$ cat src/rtl/rom_arb_pkg.sv
// rom_arb_pkg
//   Shared types for the ROM access arbiter:
//     state_t  - controller FSM states (IDLE -> ACCESS -> DONE -> IDLE)
//     req_id_t - requester identifier (0 = fetch, 1 = data)
//     REQ0/REQ1 - requester id constants
package rom_arb_pkg;

  typedef enum logic [1:0] {
    IDLE   = 2'd0,
    ACCESS = 2'd1,
    DONE   = 2'd2
  } state_t;

  typedef logic req_id_t;

  localparam req_id_t REQ0 = 1'b0;
  localparam req_id_t REQ1 = 1'b1;

endpackage

$ cat src/rtl/rom_access_arbiter_rr_arb2.sv
// rr_arb2
//   Two-way round-robin arbiter, purely combinational.
//   Ports:
//     req   in  [1:0]    request vector (bit n = requester n)
//     last  in  req_id_t requester granted most recently
//     grant out req_id_t winning requester (meaningful only when any=1)
//     any   out          at least one request present
module rr_arb2
  import rom_arb_pkg::*;
(
  input  logic [1:0] req,
  input  req_id_t    last,
  output req_id_t    grant,
  output logic       any
);

  always_comb begin
    any   = |req;
    grant = REQ0;
    if (req[0] && req[1]) begin
      // Contention: favour whoever did not win last time.
      grant = (last == REQ0) ? REQ1 : REQ0;
    end else if (req[1]) begin
      grant = REQ1;
    end
  end

endmodule

$ cat src/rtl/rom_access_arbiter.sv
// rom_access_arbiter
//   Shares one asynchronous ROM between two synchronous requesters
//   (0 = fetch, 1 = data). Round-robin arbitration, registered ROM
//   address/enables, fixed wait of WAIT_CYCLES cycles to cover tACC, then
//   the ROM data is captured into rdata and the winner gets a one-cycle ack.
//   Optional feature macro: ROM_ARB_LAST_ADDR_CACHE_EN
//     defined   - 1-entry (addr, data, valid) cache; a hit skips the ROM
//                 access and acks one cycle after the request is sampled.
//     undefined - every request performs a full ROM access.
//   Ports:
//     clk, reset          clock, synchronous active-high reset
//     req0/addr0/ack0     requester 0 handshake
//     req1/addr1/ack1     requester 1 handshake
//     rdata               captured ROM data, held until next capture
//     busy                controller not in IDLE
//     rom_A/rom__CS/rom__OE  registered ROM pins (enables active low)
//     rom_D               ROM data pins
module rom_access_arbiter
  import rom_arb_pkg::*;
#(
  parameter int AWIDTH      = 16,
  parameter int DWIDTH      = 8,
  parameter int WAIT_CYCLES = 2
) (
  input  logic              clk,
  input  logic              reset,
  input  logic              req0,
  input  logic [AWIDTH-1:0] addr0,
  output logic              ack0,
  input  logic              req1,
  input  logic [AWIDTH-1:0] addr1,
  output logic              ack1,
  output logic [DWIDTH-1:0] rdata,
  output logic              busy,
  output logic [AWIDTH-1:0] rom_A,
  output logic              rom__CS,
  output logic              rom__OE,
  input  logic [DWIDTH-1:0] rom_D
);

  localparam int CW = $clog2(WAIT_CYCLES + 1);
  localparam logic [CW-1:0] CNT_LOAD = CW'(WAIT_CYCLES - 1);

  state_t            state_reg, state_next;
  logic [CW-1:0]     cnt_reg, cnt_next;
  req_id_t           grant_reg, grant_next;
  req_id_t           last_reg, last_next;
  logic [AWIDTH-1:0] addr_reg, addr_next;
  // One register drives both _CS and _OE so they can never diverge.
  logic              en_n_reg, en_n_next;
  logic [DWIDTH-1:0] rdata_reg, rdata_next;
  logic              ack0_reg, ack0_next;
  logic              ack1_reg, ack1_next;

  req_id_t           arb_grant;
  logic              arb_any;
  logic [AWIDTH-1:0] win_addr;
  logic              cache_hit;

  rr_arb2 u_arb (
    .req   ({req1, req0}),
    .last  (last_reg),
    .grant (arb_grant),
    .any   (arb_any)
  );

  assign win_addr = (arb_grant == REQ1) ? addr1 : addr0;

`ifdef ROM_ARB_LAST_ADDR_CACHE_EN
  logic [AWIDTH-1:0] cache_addr_reg, cache_addr_next;
  logic [DWIDTH-1:0] cache_data_reg, cache_data_next;
  logic              cache_valid_reg, cache_valid_next;

  assign cache_hit = cache_valid_reg && (win_addr == cache_addr_reg);

  always_comb begin
    cache_addr_next  = cache_addr_reg;
    cache_data_next  = cache_data_reg;
    cache_valid_next = cache_valid_reg;
    // Refill on every real ROM capture.
    if (state_reg == ACCESS && cnt_reg == '0) begin
      cache_addr_next  = addr_reg;
      cache_data_next  = rom_D;
      cache_valid_next = 1'b1;
    end
  end

  always_ff @(posedge clk) begin
    if (reset) begin
      cache_addr_reg  <= '0;
      cache_data_reg  <= '0;
      cache_valid_reg <= 1'b0;
    end else begin
      cache_addr_reg  <= cache_addr_next;
      cache_data_reg  <= cache_data_next;
      cache_valid_reg <= cache_valid_next;
    end
  end
`else
  assign cache_hit = 1'b0;
`endif

  always_comb begin
    state_next = state_reg;
    cnt_next   = cnt_reg;
    grant_next = grant_reg;
    last_next  = last_reg;
    addr_next  = addr_reg;
    en_n_next  = en_n_reg;
    rdata_next = rdata_reg;
    ack0_next  = 1'b0;
    ack1_next  = 1'b0;

    case (state_reg)
      IDLE: begin
        if (arb_any) begin
          grant_next = arb_grant;
          if (cache_hit) begin
`ifdef ROM_ARB_LAST_ADDR_CACHE_EN
            rdata_next = cache_data_reg;
`endif
            ack0_next  = (arb_grant == REQ0);
            ack1_next  = (arb_grant == REQ1);
            state_next = DONE;
          end else begin
            addr_next  = win_addr;
            en_n_next  = 1'b0;
            cnt_next   = CNT_LOAD;
            state_next = ACCESS;
          end
        end
      end
      ACCESS: begin
        // Address and enables are held from the latched copy; requester
        // inputs are ignored here.
        if (cnt_reg == '0) begin
          rdata_next = rom_D;
          ack0_next  = (grant_reg == REQ0);
          ack1_next  = (grant_reg == REQ1);
          en_n_next  = 1'b1;
          state_next = DONE;
        end else begin
          cnt_next = cnt_reg - CW'(1);
        end
      end
      DONE: begin
        last_next  = grant_reg;
        state_next = IDLE;
      end
      default: state_next = IDLE;
    endcase
  end

  always_ff @(posedge clk) begin
    if (reset) begin
      state_reg <= IDLE;
      cnt_reg   <= '0;
      grant_reg <= REQ0;
      last_reg  <= REQ1;
      addr_reg  <= '0;
      en_n_reg  <= 1'b1;
      rdata_reg <= '0;
      ack0_reg  <= 1'b0;
      ack1_reg  <= 1'b0;
    end else begin
      state_reg <= state_next;
      cnt_reg   <= cnt_next;
      grant_reg <= grant_next;
      last_reg  <= last_next;
      addr_reg  <= addr_next;
      en_n_reg  <= en_n_next;
      rdata_reg <= rdata_next;
      ack0_reg  <= ack0_next;
      ack1_reg  <= ack1_next;
    end
  end

  assign ack0    = ack0_reg;
  assign ack1    = ack1_reg;
  assign rdata   = rdata_reg;
  assign busy    = (state_reg != IDLE);
  assign rom_A   = addr_reg;
  assign rom__CS = en_n_reg;
  assign rom__OE = en_n_reg;

endmodule

$ cat config.mk
export PLATFORM = sky130hd
export DESIGN_NAME = rom_access_arbiter
export DESIGN_NICKNAME = d
export VERILOG_FILES = /design/src/rtl/rom_arb_pkg.sv /design/src/rtl/rom_access_arbiter_rr_arb2.sv /design/src/rtl/rom_access_arbiter.sv
export SDC_FILE = /design/constraint.sdc
export NUM_CORES = 1
export LEC_CHECK = 0
export BUFFER_PORTS_ARGS = -buffer_cell sky130_fd_sc_hd__buf_2
export CAP_MARGIN = 20
export CELL_PAD_IN_SITES_DETAIL_PLACEMENT = 1
export CELL_PAD_IN_SITES_GLOBAL_PLACEMENT = 2
export CORE_UTILIZATION = 24
export CTS_CLUSTER_DIAMETER = 200
export DETAILED_ROUTE_END_ITERATION = 8
export PLACE_DENSITY = 0.85
export SYNTH_ARGS = -nofsm -noshare
export SYNTH_HDL_FRONTEND = slang
export SYNTH_SLANG_ARGS = --single-unit
$ cat constraint.sdc
create_clock -name clk -period 1.5 [get_ports clk]
set_input_delay 0.15 -clock clk [delete_from_list [all_inputs] [get_ports clk]]
set_output_delay 0.15 -clock clk [all_outputs]
set_load 0.02 [all_outputs]
==> impl_metrics.tcl <==
set metrics [dict create \
    postRouteAntennaNets 0 \
    synthMuxAreaShare_pct 0 \
    worstReg2RegStart "cnt_reg[0]" \
    fin_cells 295 \
    cp.required_ps 1720 \
    die_width_um 77.9 \
    synth_edf_count 0 \
    cts_tree "built" \
    seqPwrFrac_pct 46.2 \
    hold_class "input pin to flop" \
    switching_share_pct 31.9 \
    hpwl_um 2920 \
    htreeDepth 2 \
    cts.sink_count 33 \
    wl_per_cell_um 13.5 \
    die_h_um 77.9 \
    yosys.area.top_type "dfxtp_1" \
    num_rows 27 \
    postCtsHoldBufs 0 \
    path_clk_slew_ps 70 \
    ir_worst_vdd_mv 0.423 \
    initial_core_util_pct 25.0 \
    yosysTopAreaCellShare_pct 47.8 \
    ys_async_sr_fraction_pct 0 \
    ys.flop_type "dfxtp_1" \
    pwr-share-comb_pct 25.7 \
    first_pass_iters 4 \
    drc 0 \
    largest_reg_flops 16 \
    overflow 0 \
    wl_um 3980 \
    tns_ps 0 \
    end_kind "flop" \
    p_clk_share_pct 28.2 \
    fmax_mhz 732 \
    ys_top_cells_by_area "dfxtp_1 48%, a311oi_1 10%, nand2_1 9.2%" \
    via_count 1370 \
    crit_start "cnt_reg[0]" \
    cp.arrival_ps 1590 \
    cts_buffers 5 \
    antennaDiodeCount 0 \
    synth_fa_ha_area_share_pct 1.81 \
    critical_path_class "flop to flop" \
    synth_xor_area_share_pct 0 \
    pin_count 73 \
    area_growth_pct 36.1 \
    synth_compound_gate_area_share_pct 27.3 \
    gp_routability_congestion 0.713 \
    slew_viol_final 0 \
    grt_use_total_pct 14.3 \
    switching_power_w 0.000712 \
    startpoint_type "flop" \
    drive_above_1_share_pct 40.8 \
    root_buffer "clkbuf_8" \
    setup_viol 0 \
    nNetsFinal 268 \
    power_leakage_nw 0.885 \
    drv_cap 0 \
    die_area_mm2 0.00607 \
    grt_max_degree 19 \
    syn-instance-count 149 \
    grt_pass1_wl_um 6670 \
    yosysSeqAreaShare_pct 47.8 \
    synth_top_family_by_area "compound AO/OA/AOI/OAI gates" \
    power.internal_w 0.00152 \
    via_per_inst 4.64 \
    hold_violations 0 \
    crit_fanout 9 \
    syn_area_mm2 0.00138 \
    rsz0062_at_grt "no" \
    grt_antenna_before_repair 0 \
    drtIter0Drc 35 \
    clock_latency_ps 280 \
    ys_warn_count 0 \
    io_buffer_count 72 \
    clockBufferDepth 2 \
    power_w 0.00223 \
    synth.distinct_cells 27 \
    syn_nets 195 \
    period_share_pct 91.1 \
    cts_resized 0 \
    worst_slew_pin_slew_ps 603 \
    coreArea_mm2 0.00554 \
    synth_seq_cells 33 \
    clock_skew_ps 6.78 \
    max_slew_margin_pct 59.8 \
    grt_pass1_vias 1425 \
    power_density_mw_per_mm2 1190 \
    synthSimpleGateAreaFrac_pct 16.5 \
    dp_cells 287 \
    syn_avg_cell_area_um2 9.28 \
    postCtsSetupBuffers 0 \
    hold_slack_ps 83.1 \
    status "complete, no violations" \
    hold_path.startpoint "rom_D[7]" \
    period_minus_slack_ps 1370 \
]
==> final cells by class <==
type                       instances  area [um2]
clock buffer                       6        72.6
clock inverter                     2        10.0
fill                             702        3660
inverter                           4        15.0
multi-input combinational        101         636
sequential                        33         661
tap                               72        90.1
timing repair buffer              77         398
==> through the flow <==
stage,instance area [um2],utilization [%],setup WS [ps]
finish,1880,34.0,134
global route,1880,34.0,1.01
CTS,1880,33.9,114
detailed placement,1790,32.4,135
global placement,1790,32.4,168
floorplan,1380,-,294
==> layout by cell type, fill, tap and decap left out <==
cell / count
buf_2: 72
buf_4: 5
ha_1: 2
nor2_4: 2
clkbuf_1: 1
a21bo_2: 1
a22o_1: 8
nand3_1: 1
a311oi_1: 16
a21boi_4: 1
inv_1: 3
a21oi_1: 19
and2_1: 1
nor2_1: 3
clkinv_2: 2
a21o_1: 1
inv_2: 1
nor4bb_1: 2
nand2_1: 34
nor2b_1: 1
clkbuf_8: 5
dfxtp_1: 33
o21ai_0: 3
nor3b_2: 1
or2_1: 1
nand3b_1: 2
o41ai_1: 1
a31oi_2: 1
==> cells in the mapped netlist (all sizes together), types with 2 or more instances <==
cell type,n
ha,2
dfxtp,33
nor2,5
nand2,34
inv,4
a21oi,19
nor4bb,2
nand3b,2
a311oi,16
clkbuf,3
a22o,8
buf,8
o21ai,3
==> logic make-up after synthesis <==
| group | count (synthesis) |
|---|---|
| buffers and inverters | 15 |
| flip-flops | 33 |
| adder cells (fa/ha/maj) | 2 |
| AND/OR/NAND/NOR | 48 |
| AO/OA/AOI/OAI | 51 |
==> worst max-delay path, stage by stage (launching register included) <==
cell and delay (ps):
dfxtp_1 320, inv_1 70, ha_1 220, a31oi_2 470, a22o_1 230
==> routing by layer <==
| layer | vias to the layer above | wire length, um | global-route usage [%] | part of all wire [%] |
|---|---|---|---|---|
| met1 | 628 | 1760 | 16.3 | 44 |
| met4 | 0 | 74 | 6.85 | 1.9 |
| met5 | - | 0 | 0 | 0 |
| li1 | 681 | - | - | - |
| met2 | 51 | 1890 | 24.4 | 48 |
| met3 | 10 | 248 | 4.12 | 6.2 |
==> path summary, 6_finish.rpt <==
kind | endpoint | slack (ps) | cells past startpoint
hold / removal | rdata[7] | 80 | 2
setup reg to reg | rdata[2] | 130 | 4
hold reg to reg | rdata[6] | 480 | 1
setup / recovery | rdata[2] | 130 | 4
==> power groups by stage <==
stage / Clock, W / Combinational (W) / Sequential [W]
floorplan: 0 / 0.000279 / 0.00114
global placement: 0 / 0.000568 / 0.00105
detailed placement: 0 / 0.000581 / 0.00105
CTS: 0.000660 / 0.000583 / 0.00103
global route: 0.000691 / 0.000641 / 0.00104
finish: 0.000629 / 0.000573 / 0.00103
No activity file was read; power rests on OpenSTA's default activity.
